## src/rtl/trace_pkg.sv

```systemverilog
// Shared definitions for the instruction trace buffer: widths, entry layout
// and the saturating counter helper.
package trace_pkg;

    localparam int PC_WIDTH_DEF = 64;
    localparam int INSTR_WIDTH  = 32;
    localparam int CNT_WIDTH    = 32;

    // Entry layout, LSB first: {gap, pc, instr}
    localparam int INSTR_LSB = 0;
    localparam int PC_LSB    = INSTR_LSB + INSTR_WIDTH;

    localparam logic [CNT_WIDTH-1:0] CNT_MAX = '1;
    localparam logic [CNT_WIDTH-1:0] CNT_ONE = CNT_WIDTH'(1);

    // Position of the gap flag, just above the pc field.
    function automatic int gap_bit(input int pc_width);
        return PC_LSB + pc_width;
    endfunction

    // Total stored entry width including the gap flag.
    function automatic int entry_width(input int pc_width);
        return pc_width + INSTR_WIDTH + 1;
    endfunction

    // Increment that sticks at all-ones instead of wrapping.
    function automatic logic [CNT_WIDTH-1:0] sat_inc(input logic [CNT_WIDTH-1:0] v);
        return (v == CNT_MAX) ? v : v + CNT_ONE;
    endfunction

endpackage

```

## src/rtl/trace_fifo.sv

```systemverilog
// Synchronous FIFO with a registered head-of-queue output. The head register
// is loaded with whatever entry will sit at the read pointer after the edge,
// so a write into an empty FIFO appears one cycle later with no bypass.
module trace_fifo #(
    parameter int WIDTH = 97,
    parameter int DEPTH = 16
) (
    input  logic                   clk,
    input  logic                   rst,
    input  logic                   wr_en,
    input  logic [WIDTH-1:0]       wr_data,
    input  logic                   rd_en,
    output logic [WIDTH-1:0]       rd_data,
    output logic                   valid,
    output logic [$clog2(DEPTH):0] level
);

    localparam int AW = $clog2(DEPTH);

    logic [WIDTH-1:0] mem [DEPTH];
    logic [AW-1:0]    wr_ptr;
    logic [AW-1:0]    rd_ptr;
    logic [AW-1:0]    rd_ptr_n;
    logic [AW:0]      count;
    logic [AW:0]      count_n;
    logic             pop;

    assign pop   = rd_en && valid;
    assign level = count;

    // Next read pointer and occupancy; pointers wrap naturally at DEPTH.
    always_comb begin
        rd_ptr_n = rd_ptr;
        count_n  = count;
        if (pop) begin
            rd_ptr_n = rd_ptr + AW'(1);
        end
        unique case ({wr_en, pop})
            2'b10:   count_n = count + (AW+1)'(1);
            2'b01:   count_n = count - (AW+1)'(1);
            default: count_n = count;
        endcase
    end

    // Storage array write port.
    // NOTE: the data array has no reset; validity is tracked by count/valid, so
    // clearing it would only cost reset fan-out.
    always_ff @(posedge clk) begin
        if (wr_en) begin
            mem[wr_ptr] <= wr_data;
        end
    end

    // Pointer, occupancy and valid registers.
    // NOTE: all sequential state uses non-blocking assignment so every register
    // sees pre-edge values regardless of block ordering.
    always_ff @(posedge clk) begin
        if (rst) begin
            wr_ptr <= '0;
            rd_ptr <= '0;
            count  <= '0;
            valid  <= 1'b0;
        end else begin
            if (wr_en) begin
                wr_ptr <= wr_ptr + AW'(1);
            end
            rd_ptr <= rd_ptr_n;
            count  <= count_n;
            valid  <= (count_n != '0);
        end
    end

    // Head register: the entry that will sit at the read pointer after this
    // edge, taking a same-edge write into that slot into account.
    always_ff @(posedge clk) begin
        rd_data <= (wr_en && (wr_ptr == rd_ptr_n)) ? wr_data : mem[rd_ptr_n];
    end

endmodule

```

## src/rtl/trace_buffer.sv

```systemverilog
// Control-flow trace buffer: keeps unfiltered retired instructions in a FIFO,
// marks entries that follow lost ones, and counts filtered and lost events.
module trace_buffer
    import trace_pkg::*;
#(
    parameter int DEPTH    = 16,
    parameter int PC_WIDTH = PC_WIDTH_DEF
) (
    input  logic                            clk,
    input  logic                            rst,
    input  logic                            instr_valid,
    input  logic [PC_WIDTH-1:0]             pc,
    input  logic [INSTR_WIDTH-1:0]          instr,
    input  logic                            drop_instr,
    input  logic                            clear_counters,
    output logic                            m_tvalid,
    input  logic                            m_tready,
    output logic [PC_WIDTH+INSTR_WIDTH-1:0] m_tdata,
    output logic                            m_tuser,
    output logic [$clog2(DEPTH):0]          fill_level,
    output logic [CNT_WIDTH-1:0]            drop_count,
    output logic [CNT_WIDTH-1:0]            overflow_count
);

    localparam int LW      = $clog2(DEPTH) + 1;
    localparam int EW      = entry_width(PC_WIDTH);
    localparam int GAP_BIT = gap_bit(PC_WIDTH);
    localparam logic [LW-1:0] FULL_LEVEL = LW'(DEPTH);

    logic                 kept;
    logic                 filtered;
    logic                 pop;
    logic                 accept;
    logic                 lost;
    logic                 gap_q;
    logic [CNT_WIDTH-1:0] drop_q;
    logic [CNT_WIDTH-1:0] ovf_q;
    logic [EW-1:0]        wr_entry;
    logic [EW-1:0]        head;

    assign kept     = instr_valid && !drop_instr;
    assign filtered = instr_valid &&  drop_instr;
    assign pop      = m_tvalid && m_tready;
    // A full buffer still takes the event if the head leaves on the same edge.
    assign accept   = kept && ((fill_level != FULL_LEVEL) || pop);
    assign lost     = kept && !accept;
    assign wr_entry = {gap_q, pc, instr};

    trace_fifo #(
        .WIDTH (EW),
        .DEPTH (DEPTH)
    ) u_fifo (
        .clk     (clk),
        .rst     (rst),
        .wr_en   (accept),
        .wr_data (wr_entry),
        .rd_en   (m_tready),
        .rd_data (head),
        .valid   (m_tvalid),
        .level   (fill_level)
    );

    assign m_tdata        = head[PC_LSB+PC_WIDTH-1:INSTR_LSB];
    assign m_tuser        = head[GAP_BIT];
    assign drop_count     = drop_q;
    assign overflow_count = ovf_q;

    // Gap flag plus saturating statistics; a clear beats any same-edge count.
    always_ff @(posedge clk) begin
        if (rst) begin
            gap_q  <= 1'b0;
            drop_q <= '0;
            ovf_q  <= '0;
        end else begin
            if (lost) begin
                gap_q <= 1'b1;
            end else if (accept) begin
                gap_q <= 1'b0;
            end
            if (clear_counters) begin
                drop_q <= '0;
                ovf_q  <= '0;
            end else begin
                if (filtered) drop_q <= sat_inc(drop_q);
                if (lost)     ovf_q  <= sat_inc(ovf_q);
            end
        end
    end

endmodule
```

## config.mk

```make
export PLATFORM = sky130hd
export DESIGN_NAME = trace_buffer
export DESIGN_NICKNAME = d
export VERILOG_FILES = /design/src/rtl/trace_pkg.sv /design/src/rtl/trace_fifo.sv /design/src/rtl/trace_buffer.sv
export SDC_FILE = /design/constraint.sdc
export NUM_CORES = 1
export LEC_CHECK = 0
export BUFFER_PORTS_ARGS = -buffer_cell sky130_fd_sc_hd__buf_4
export CAP_MARGIN = 20
export CORE_ASPECT_RATIO = 0.6
export CORE_UTILIZATION = 45
export CTS_BUF_LIST = sky130_fd_sc_hd__clkbuf_8
export CTS_CLUSTER_DIAMETER = 40
export CTS_CLUSTER_SIZE = 20
export DETAILED_ROUTE_END_ITERATION = 8
export GPL_TIMING_DRIVEN = 0
export PLACE_DENSITY_LB_ADDON = 0.05
export SYNTH_ARGS = -nofsm -noshare
export SYNTH_HDL_FRONTEND = slang
export SYNTH_HIERARCHICAL = 1
export SYNTH_SLANG_ARGS = --single-unit
```

## constraint.sdc

```tcl
create_clock -name clk -period 4.8 [get_ports clk]
set_input_delay 0.24 -clock clk [delete_from_list [all_inputs] [get_ports clk]]
set_output_delay 0.24 -clock clk [all_outputs]
set_load 0.01 [all_outputs]
```

==> impl_results.md, run 1 <==
* Status: complete, no violations
* Ys flop type: edfxtp_1
* DR WL met2 at 74.9 mm
* Total power draw at 0.0313 W
* Final TNS setup at 0 ps
* Clock sinks at 1635
* Vias in the first global route at 31300
* Max cap viols at 0
* Routed length on met3 at 9.41 mm
* Ports at 269
* Static Leak at 22.3 nW
* GRT Util Overall at 22.7%
* Average wire per standard cell at 30.3 µm
* DR iter-0 viols at 3054
* Crit path max fanout at 10
* DP Worst Slack at 763 ps
* Critical Path Sink Type: primary output
* Post-CTS setup buffer count at 0
* Setup slack after layout at 150 ps
* Max Slew Vio Count at 0
* Largest net degree at the start of global routing at 41
* Worst-Margin Slew at 1170 ps
* Full die area at 140000 µm²
* Post-Syn Area at 62400 µm²
* Placer congestion estimate at 0.820
* Crit path capture: m_tdata[12]
* Critical Path Source Type: flop
* First-pass GRT wire length at 223 mm
* Clock Path Buffers at 3
* Cell at the root of the clock tree: clkbuf_8
* Std cell rows at 105
* Min-delay worst type: input port to flop
* RSZ-0062 raised after global routing: no
* Count of TritonRoute iterations in the first routing pass at 5
* Residual DRC at 0
* Min Tclk post-route at 4650 ps
* Final Cycle Share at 96.9%
* Worst Path Class, Setup: flop to primary output
* DR vias/cell at 5.90
* Rel. slew slack at 22.1%
* Initial core utilization at 45.5%
* Sequential area share after synthesis at 77.3%
* Remaining Overflow, GRT at 0
* Final wirelength at 157 mm
* Vias after detailed routing at 30600
* TritonCTS clock tree: built
* Hold_ws at 182 ps
* Post-route antenna net violation count at 0
* Core footprint at 137000 µm²
* Library cells used by synthesis at 61
* Avg Inst Size Synth at 23.4 µm²
* Syn nets at 2776
* M1 WL at 70.0 mm
* Warnings, synthesis at 6
* Skew-Pair Late Insertion Delay at 900 ps
* Final #Nets at 3345
* Hpwl dp at 91.6 mm
* Layout area overhead at 15.8%
* Reg2Reg Setup Slack at 1200 ps
* #FFs+latches synth at 1635
* # fillers at 10600
* FF-to-FF End: u_fifo/mem[0][83]
* Post-synthesis cell count at 2664
* CP arrival at 4410 ps
* Chip height at 290 µm
* PwrDens at 433 nW/µm²
* RR Startpoint: u_fifo/level[0]
* Asr flop ratio synth at 0%
* Hold Violations, Final at 0
* Reg clk slew, reported paths at 90 ps
* Worst r2r path cells at 8
* Ratio of cells with drive above 1 in the final layout at 34.1%
* PortBufs at 268
* Uppermost layer routed: met5
* IR drop worst, VDD at 0.000227 V
* Post-synth EDFFs at 1552
* # setup viols final at 0
* Fmax at 215 MHz
* Max Clock Skew at 22.8 ps
* CTS Buf Count at 153
* Antenna violations before repair at 11
* CP required at 4560 ps
* Die W at 483 µm
* H-tree levels at 4
-- timing repair --
| item | CTS | global route |
|---|---|---|
| gates resized for setup | 3 | 1 |
| hold endpoints to repair | 1577 | 0 |
| setup endpoints to repair | 84 | 1 |
| pin swaps | 0 | 0 |
| hold buffers | 104 | 0 |
-- kinds of logic (layout without fill, tap and decap cells) --
family / count (synthesis) / after routing / share of synthesized area (%)
other: 0 / 5 / 0
buffers and inverters: 147 / 845 / 1.17
AND/OR/NAND/NOR: 239 / 239 / 2.13
AO/OA/AOI/OAI: 116 / 116 / 1.18
multiplexers: 492 / 492 / 17.6
flip-flops: 1635 / 1635 / 77.3
XOR/XNOR: 25 / 25 / 0.351
adder cells (fa/ha/maj): 10 / 10 / 0.201
-- critical path, cell delays in order (launching register included) --
cell and delay [ps]:
dfxtp_1 310, buf_2 460, clkbuf_1 630, buf_8 240
clkdlybuf4s15_1 660, mux4_2 420, mux4_2 590, buf_4 190
-- state kept, by name, summed over array words and instances, names as in the netlist, named ones only --
signal          cells
u_fifo/level        5
u_fifo/wr_ptr       4
drop_count         32
u_fifo/rd_ptr       4
gap_q               1
overflow_count     32
u_fifo/valid        1
u_fifo/mem       1552
-- where the power goes --
part           total [W]  switching, W  internal, W
clock network    0.00930       0.00523      0.00406
registers         0.0158     0.0000511       0.0157
logic            0.00627       0.00308      0.00319
-- stage by stage --
stage | std cells | instance area (µm²) | util (%)
floorplan | 2664 | 62400 | -
global placement | 4751 | 66700 | 48.6
detailed placement | 4791 | 67700 | 49.4
CTS | 5179 | 72200 | 52.7
global route | 5184 | 72300 | 52.7
finish | 5186 | 72300 | 52.7
-- metal layers --
layer	vias up	global-route usage, %
met3	210	3.83
met4	14	5.38
li1	12600	-
met1	16700	33.6
met5	-	0
met2	1081	35.3
-- worst min path at each step --
stage	from	slack, ps	endpoint	depth (start not counted)
2_1_floorplan	rst	310	gap_q	1
3_3_place_gp	u_fifo/rd_ptr[3]	450	flop	1
3_5_place_dp	u_fifo/rd_ptr[3]	450	flop	1
4_1_cts	pc[39]	80	u_fifo/mem[3][71]	2
5_1_grt	instr[18]	140	u_fifo/mem[9][18]	2
6_report	pc[31]	180	u_fifo/mem[3][63]	2
-- cell usage after synthesis (12+ instances only) --
cell type,number,area share (%)
buf_4,29,0.35
nor2_1,46,0.28
or4_1,12,0.14
o21ai_0,19,0.15
dfxtp_1,83,2.7
a21oi_1,42,0.34
nand3_1,27,0.22
buf_1,12,0.072
inv_1,15,0.090
or3_1,20,0.20
nand4_1,23,0.23
mux4_2,485,18
buf_2,16,0.13
xnor2_1,16,0.22
clkbuf_1,68,0.41
nand2_1,40,0.24
edfxtp_1,1552,75
and2_1,17,0.17
-- layout by cell type (no fill, tap or decap), types with 7 or more instances in the layout --
| cell | Yosys | routed |
|---|---|---|
| inv_8 | 0 | 11 |
| ha_1 | 10 | 10 |
| xnor2_1 | 16 | 16 |
| nor4_1 | 7 | 7 |
| and2_4 | 0 | 16 |
| clkinv_2 | 0 | 9 |
| nor2_1 | 46 | 46 |
| clkbuf_8 | 0 | 160 |
| nand3_1 | 27 | 27 |
| inv_6 | 0 | 17 |
| buf_6 | 7 | 7 |
| clkbuf_1 | 68 | 65 |
| nand4_1 | 23 | 23 |
| xor2_1 | 9 | 9 |
| clkinv_1 | 0 | 15 |
| o31ai_1 | 10 | 10 |
| buf_1 | 12 | 11 |
| nand2_1 | 40 | 40 |
| a21oi_1 | 42 | 42 |
| or3_1 | 20 | 20 |
| inv_1 | 15 | 22 |
| or4_1 | 12 | 12 |
| edfxtp_1 | 1552 | 1552 |
| mux4_2 | 485 | 485 |
| dlygate4sd3_1 | 0 | 104 |
| clkinv_4 | 0 | 22 |
| and3_1 | 8 | 8 |
| buf_16 | 0 | 27 |
| o21ai_0 | 19 | 19 |
| buf_2 | 16 | 16 |
| a31oi_1 | 10 | 10 |
| bufinv_16 | 0 | 13 |
| dfxtp_1 | 83 | 83 |
| buf_12 | 0 | 8 |
| clkinvlp_4 | 0 | 24 |
| nor2b_1 | 9 | 9 |
| buf_4 | 29 | 297 |
| buf_8 | 0 | 7 |
-- layout make-up --
class,instances,area (µm²),area share (%)
clock buffer,160,2200,3.05
antenna,5,12.5,0.0173
multi-input combinational,882,13400,18.6
buffer,132,687,0.951
tap,1819,2280,3.15
clock inverter,124,1260,1.75
sequential,1635,48300,66.8
inverter,15,56.3,0.0779
timing repair buffer,414,4060,5.62
Power figures use the tool's default switching activity.
==> run 2, diff against run 1 <==
--- a/config.mk
+++ b/config.mk
@@ -6,14 +6,16 @@
 export NUM_CORES = 1
 export LEC_CHECK = 0
 export BUFFER_PORTS_ARGS = -buffer_cell sky130_fd_sc_hd__buf_4
-export CAP_MARGIN = 20
+export CAP_MARGIN = 10
+export CELL_PAD_IN_SITES_DETAIL_PLACEMENT = 1
+export CELL_PAD_IN_SITES_GLOBAL_PLACEMENT = 2
 export CORE_ASPECT_RATIO = 0.6
 export CORE_UTILIZATION = 45
 export CTS_BUF_LIST = sky130_fd_sc_hd__clkbuf_8
 export CTS_CLUSTER_DIAMETER = 40
 export CTS_CLUSTER_SIZE = 20
 export DETAILED_ROUTE_END_ITERATION = 8
-export GPL_TIMING_DRIVEN = 0
+export GPL_TIMING_DRIVEN = 1
 export PLACE_DENSITY_LB_ADDON = 0.05
 export SYNTH_ARGS = -nofsm -noshare
 export SYNTH_HDL_FRONTEND = slang
==> impl_results.md, run 2 (synthesis results as in run 1) <==
* First-pass GRT wire length at 224 mm (+0.50%)
* Reg clk slew, reported paths at 100 ps (about the same)
* Ports at 269 (unchanged)
* Max Clock Skew at 56.8 ps (+34.0 ps)
* FF-to-FF End: u_fifo/valid
* CP bufs+invs at 2 (-3)
* PortBufs at 268 (unchanged)
* Final Cycle Share at 81.2% (-16 points)
* Psw at 0.00808 W (-3.3%)
* Hold Violations, Final at 0 (unchanged)
* Static Leak at 22.0 nW (-1.2%)
* Crit-path slowest cell: dfxtp_4
* Remaining Overflow, GRT at 0 (unchanged)
* Layout area overhead at 14.8%
* Hpwl dp at 86.3 mm (-5.8%)
* Largest register FFs at 1552 (unchanged)
* DP Worst Slack at 1180 ps (+420 ps)
* Clock Path Buffers at 3 (unchanged)
* IR drop worst, VDD at 0.000288 V (+27%)
* Final wirelength at 156 mm (-0.58%)
* DR vias/cell at 5.90 (about the same)
* Most common cell after layout, fill and taps aside: edfxtp_1
* Top delay family on crit path: multiplexers
* Levels on crit path at 4 (-3)
* Worst-Margin Slew at 1160 ps (-8.81 ps)
* Residual DRC at 0 (unchanged)
* GRT Util Overall at 22.4% (-0.24 points)
* Crit path largest cell delay at 910 ps (+250 ps)
* Comb power frac at 18.6% (-1.4 points)
* Min-delay worst type: input port to flop
* Final #Nets at 3242 (-3.1%)
* Setup slack after layout at 904 ps (+755 ps)
* Die W at 483 µm (unchanged)
* H-tree levels at 4 (unchanged)
* Chip height at 290 µm (unchanged)
* Vias in the first global route at 31400 (+0.29%)
* Std cell rows at 105 (unchanged)
* Core footprint at 137000 µm² (unchanged)
* TritonCTS clock tree: built
* Crit path capture: m_tdata[22]
* Seq pwr share at 51.1% (+0.8 points)
* Max Slew Vio Count at 0 (unchanged)
* Max cap viols at 0 (unchanged)
* Post-CTS setup buffer count at 0 (unchanged)
* Full die area at 140000 µm² (unchanged)
* RR Startpoint: u_fifo/level[1]
* DR iter-0 viols at 2549 (-17%)
* RSZ-0062 raised after global routing: no
* Worst Path Class, Setup: flop to primary output
* Cell-internal power at 0.0230 W (+0.20%)
* # fillers at 11900 (+13%)
* Antenna violations before repair at 5 (-6)
* Most used cell, CP: mux4_2
* Worst r2r path cells at 11 (+3)
* CP arrival at 3660 ps (-750 ps)
* Clock sinks at 1635 (unchanged)
* Critical Path Sink Type: primary output
* Average wire per standard cell at 30.8 µm (+1.6%)
* CTS Buf Count at 152 (-0.65%)
* # setup viols final at 0 (unchanged)
* Min Tclk post-route at 3900 ps (-755 ps)
* Fmax at 257 MHz (+19%)
* Critical Path Source Type: flop
* Final TNS setup at 0 ps (unchanged)
* Status: complete, no violations
* Rel. slew slack at 22.2% (+0.064 points)
* Sw frac at 26.0% (-0.70 points)
* Placer congestion estimate at 0.761 (-7.3%)
* Most frequent cells in the layout: edfxtp_1, mux4_2, buf_4
* Cell at the root of the clock tree: clkbuf_8
* Clock network fraction of total power at 30.3% (+0.6 points)
* Crit path max fanout at 56 (+46)
* Crit-path cells: buf_12 -> mux4_2 -> mux4_2 -> buf_4
* CTS resizes at 0 (-3)
* Ratio of cells with drive above 1 in the final layout at 34.6% (+0.48 points)
* PwrDens at 434 nW/µm² (+0.13%)
* Post-route antenna net violation count at 0 (unchanged)
* Count of TritonRoute iterations in the first routing pass at 5 (unchanged)
* Vias after detailed routing at 29900 (-2.2%)
* Skew-Pair Late Insertion Delay at 890 ps (about the same)
* Most flops, register: u_fifo/mem
* Largest net degree at the start of global routing at 98 (+140%)
* CP required at 4560 ps (about the same)
* Initial core utilization at 45.5% (unchanged)
* Reg2Reg Setup Slack at 1200 ps (about the same)
run 2: area by class of cell:
type | count | area [µm²] | share of cell area [%]
diodes | 1 | 2.50 | 0.00349
clock buffers | 160 | 2200 | 3.07
clock inverters | 119 | 1290 | 1.80
flip-flops and latches | 1635 | 48300 | 67.4
well taps | 1819 | 2280 | 3.18
multi-input cells | 882 | 13400 | 18.8
inverters | 15 | 56.3 | 0.0786
repair buffers | 444 | 4080 | 5.70
run 2: metal layers:
metal  global-route usage, %  routed length, µm  part of all wire, %  up-vias
li1                        -                  -                    -    12300
met1                    34.0              72100                   46    16600
met2                    34.5              73800                   47      790
met3                    3.80               7910                  5.1      174
met4                    4.71               2380                  1.5        6
met5                       0                 35                0.022        -
run 2: timing repair:
action                     in CTS  in global routing
hold buffers                  104                  0
hold endpoints to repair     1563                  0
setup endpoints to repair       0                  0
run 2: stage by stage:
stage | cell area, µm² | cells | hold WS (ps) | power [W] | utilization, %
after floorplan | 62400 | 2664 | 309 | 0.0201 | -
after global placement | 67100 | 4691 | 426 | 0.0220 | 48.9
after detailed placement | 67100 | 4691 | 436 | 0.0221 | 48.9
after CTS | 71600 | 5074 | 75.0 | 0.0316 | 52.2
after global routing | 71600 | 5075 | 145 | 0.0323 | 52.2
final | 71600 | 5075 | 175 | 0.0311 | 52.2
run 2: power by group through the flow:
stage	sequential [W]	combinational, W	clock (W)
floorplan	0.0161	0.00405	0
global placement	0.0162	0.00578	0
detailed placement	0.0162	0.00584	0
CTS	0.0159	0.00594	0.00972
global route	0.0159	0.00618	0.0102
finish	0.0159	0.00578	0.00941
run 2: how the worst min path moves through the flow:
stage / from / endpoint / slack, ps / cells past startpoint
6_report: instr[24] / u_fifo/mem[13][24] / 170 / 2
4_1_cts: instr[22] / u_fifo/mem[3][22] / 80 / 2
5_1_grt: instr[24] / u_fifo/mem[13][24] / 150 / 2
3_3_place_gp: u_fifo/rd_ptr[3] / flop / 430 / 1
3_5_place_dp: u_fifo/rd_ptr[3] / flop / 440 / 1
2_1_floorplan: rst / gap_q / 310 / 1
run 2: worst register-to-register path, cell delays in order (launching register included):
cell and delay (ps):
dfxtp_1 410, nor4_1 690, a21oi_1 370, inv_1 220, ha_1 330, xor2_1 240, ha_1 240, nor2b_1 210
a31oi_1 120, o32ai_1 320, xnor2_1 180, a41oi_1 140
==> run 3, diff against run 2 <==
--- a/config.mk
+++ b/config.mk
@@ -5,6 +5,7 @@
 export SDC_FILE = /design/constraint.sdc
 export NUM_CORES = 1
 export LEC_CHECK = 0
+export ABC_AREA = 1
 export BUFFER_PORTS_ARGS = -buffer_cell sky130_fd_sc_hd__buf_4
 export CAP_MARGIN = 10
 export CELL_PAD_IN_SITES_DETAIL_PLACEMENT = 1
==> constraint.sdc (replaced) <==
create_clock -name clk -period 3.95 [get_ports clk]
set_input_delay 0.1975 -clock clk [delete_from_list [all_inputs] [get_ports clk]]
set_output_delay 0.1975 -clock clk [all_outputs]
set_load 0.01 [all_outputs]
==> impl_results.md, run 3 <==
* CTS Buf Count at 159 (+4.6%)
* Fmax at 282 MHz
* Rel. slew slack at 26.4% (+4.2 points)
* Placed inst area at 70100 µm² (+4.5%)
* Cell at the root of the clock tree: clkbuf_8
* Avg Inst Size Synth at 12.3 µm² (-48%)
* Sequential area share after synthesis at 73.4% (-3.9 points)
* Asr flop ratio synth at 0% (unchanged)
* Average wire per standard cell at 24.5 µm (-21%)
* CP required at 3750 ps (-810 ps)
* Post-synth EDFFs at 1552 (unchanged)
* Crit path largest cell delay at 500 ps (-410 ps)
* Ys flop type: edfxtp_1
* Total power draw at 0.0438 W (+41%)
* CP bufs+invs at 3 (+1)
* Status: complete, no violations
* PortBufs at 268 (unchanged)
* TritonCTS clock tree: built
* Full die area at 148000 µm² (+5.3%)
* Layout area overhead at 14.4%
* Chip height at 298 µm (+2.6%)
* Post-CTS setup buffer count at 0 (unchanged)
* Top post-synthesis cells by area: edfxtp_1, nor2_1, o21ai_0
* Core footprint at 145000 µm² (+5.5%)
* Count of TritonRoute iterations in the first routing pass at 5 (unchanged)
* Min Tclk post-route at 3540 ps
* Remaining Overflow, GRT at 0 (unchanged)
* Ports at 269 (unchanged)
* Largest net degree at the start of global routing at 200 (+100%)
* Clock sinks at 1635 (unchanged)
* Std cell rows at 108 (+2.9%)
* # setup viols final at 0 (unchanged)
* Initial core utilization at 45.4% (-0.084 points)
* Design Area, Final at 75200 µm² (+5.0%)
* Placer congestion estimate at 0.835 (+9.7%)
* Residual DRC at 0 (unchanged)
* First-pass GRT wire length at 285 mm (+27%)
* Hpwl dp at 98.8 mm (+14%)
* Clock Path Buffers at 3 (unchanged)
* PwrDens at 583 nW/µm² (+34%)
* Die W at 495 µm (+2.6%)
* Max cap viols at 0 (unchanged)
* Min-delay worst type: input port to flop
* Hold_ws at 144 ps (-30.9 ps)
* Most used cell, CP: nor2_1
* Post-synthesis cell count at 5357 (+100%)
* Antenna violations before repair at 5 (unchanged)
* Synth cell count leaders: edfxtp_1, nor2_1, o21ai_0, nand2_1, o211ai_1
* Critical Path Source Type: flop
* Top delay family on crit path: buffers and inverters
* Syn nets at 5469 (+97%)
* Most frequent cells in the layout: edfxtp_1, nor2_1, o21ai_0
* H-tree levels at 4 (unchanged)
* Skew-Pair Late Insertion Delay at 930 ps (+40 ps)
* Hold Violations, Final at 0 (unchanged)
* Warnings, synthesis at 6 (unchanged)
* # fillers at 14700 (+24%)
* Post-Syn Area at 65700 µm² (+5.3%)
* Most flops, register: u_fifo/mem
* Top cell type's share of synthesized area at 70.9% (-3.8 points)
* Post-route antenna net violation count at 0 (unchanged)
* Final wirelength at 189 mm (+21%)
* Critical Path Sink Type: primary output
* RSZ-0062 raised after global routing: no
* Post-synth top area cell: edfxtp_1
* Worst-Margin Slew at 1100 ps (-55.3 ps)
* Max Clock Skew at 56.6 ps (-0.187 ps)
* Library cells used by synthesis at 34 (-44%)
* Ratio of cells with drive above 1 in the final layout at 11.8% (-23 points)
* Max Slew Vio Count at 0 (unchanged)
* DR vias/cell at 5.60 (-5.0%)
* RR Startpoint: u_fifo/level[2]
* Crit path max fanout at 84 (+50%)
* #FFs+latches synth at 1635 (unchanged)
* Min-Delay Startpoint: instr[31]
* Vias in the first global route at 43700 (+39%)
* GRT Util Overall at 25.6% (+3.2 points)
* Vias after detailed routing at 43400 (+45%)
* IR drop worst, VDD at 0.000462 V (+61%)
* Largest register FFs at 1552 (unchanged)
* Crit-path slowest cell: inv_8
* Worst Path Class, Setup: flop to primary output
* Static Leak at 24.6 nW (+12%)
* Final Cycle Share at 89.7%
* Final TNS setup at 0 ps (unchanged)
* Most frequent cell after synthesis: edfxtp_1
* DR iter-0 viols at 3398 (+33%)
* CP arrival at 3340 ps (-320 ps)
* Reg clk slew, reported paths at 120 ps (+20 ps)
* Final #Nets at 5790 (+79%)
* Most common cell after layout, fill and taps aside: edfxtp_1
* Crit-path cells: inv_8 -> buf_12 -> nor2_1 -> nor2_1 -> o21ai_0 -> o211ai_1 -> nand3_1 -> nand2_1 -> buf_4
## run 3: cell types whose count changed in the layout (fill, tap and decap cells not counted), sizes merged, moves of 17 or more
cell	change
nor2	+1324
o21ai	+829
mux4	-485
o211ai	+385
nand2	+364
nand3	+149
inv	+82
buf	+29
dlygate4sd3	+25
or3	-20
nand4	-17
## run 3: where the power goes
part / internal, W / switching (W)
clock: 0.00540 / 0.00681
sequential: 0.0191 / 0.000189
combinational: 0.00412 / 0.00822
## run 3: final cells by class
type,instances,area (µm²),share of cell area (%)
sequential,1635,48300,64.2
multi-input combinational,3301,15700,20.9
timing repair buffer,498,4720,6.27
tap,1925,2410,3.20
clock buffer,171,2350,3.13
clock inverter,128,1420,1.89
inverter,83,332,0.441
antenna,3,7.51,0.00998
## run 3: cells by family after synthesis
family	count (synthesis)	share of synthesized area, %
AOI/OAI and AO/OA	1290	11.3
xor gates and xnor gates	24	0.320
adders and majority gates	10	0.190
buffers and inverters	421	2.89
DFF	1635	73.4
and+or+nand+nor	1977	11.9
## run 3: worst register-to-register path, cell delays in order (launching register included)
cell and delay, ps:
dfxtp_1 460, inv_1 70, nand2_1 60, nor2_1 80, a21oi_1 520, inv_1 220, ha_1 350, nand2_1 90
inv_1 50, nor2_1 170, ha_1 190, inv_1 40, nand2_1 100, nand3_1 100, o21ai_0 210, nand4_1 120
nand3_1 120, nand2_1 60
## run 3: routing by layer
layer,global-route usage [%],wire length (µm),up-vias
met5,0,23,-
met4,6.50,3020,4
met3,3.42,7550,202
met2,38.0,84600,837
met1,39.7,94300,22400
li1,-,-,20000
## run 3: what timing repair did
action                     4_1_cts  5_1_grt
hold endpoints to repair      1619        0
hold buffers                   129        0
resized for setup                0        1
setup endpoints to repair        0        3
## run 3: through the flow
step | std cells | util (%) | worst slack, ps
2_1_floorplan | 5357 | - | -201
3_3_place_gp | 7313 | 48.5 | 855
3_5_place_dp | 7313 | 48.5 | 858
4_1_cts | 7741 | 52.0 | 116
5_1_grt | 7743 | 52.0 | 133
6_report | 7744 | 52.0 | 409
## run 3: path summary, 6_finish.rpt
kind / slack (ps) / cells after the start / to
max: 410 / 9 / m_tdata[67]
min: 140 / 2 / u_fifo/mem[5][31]
max reg2reg: 820 / 17 / u_fifo/valid
min reg2reg: 470 / 1 / flop
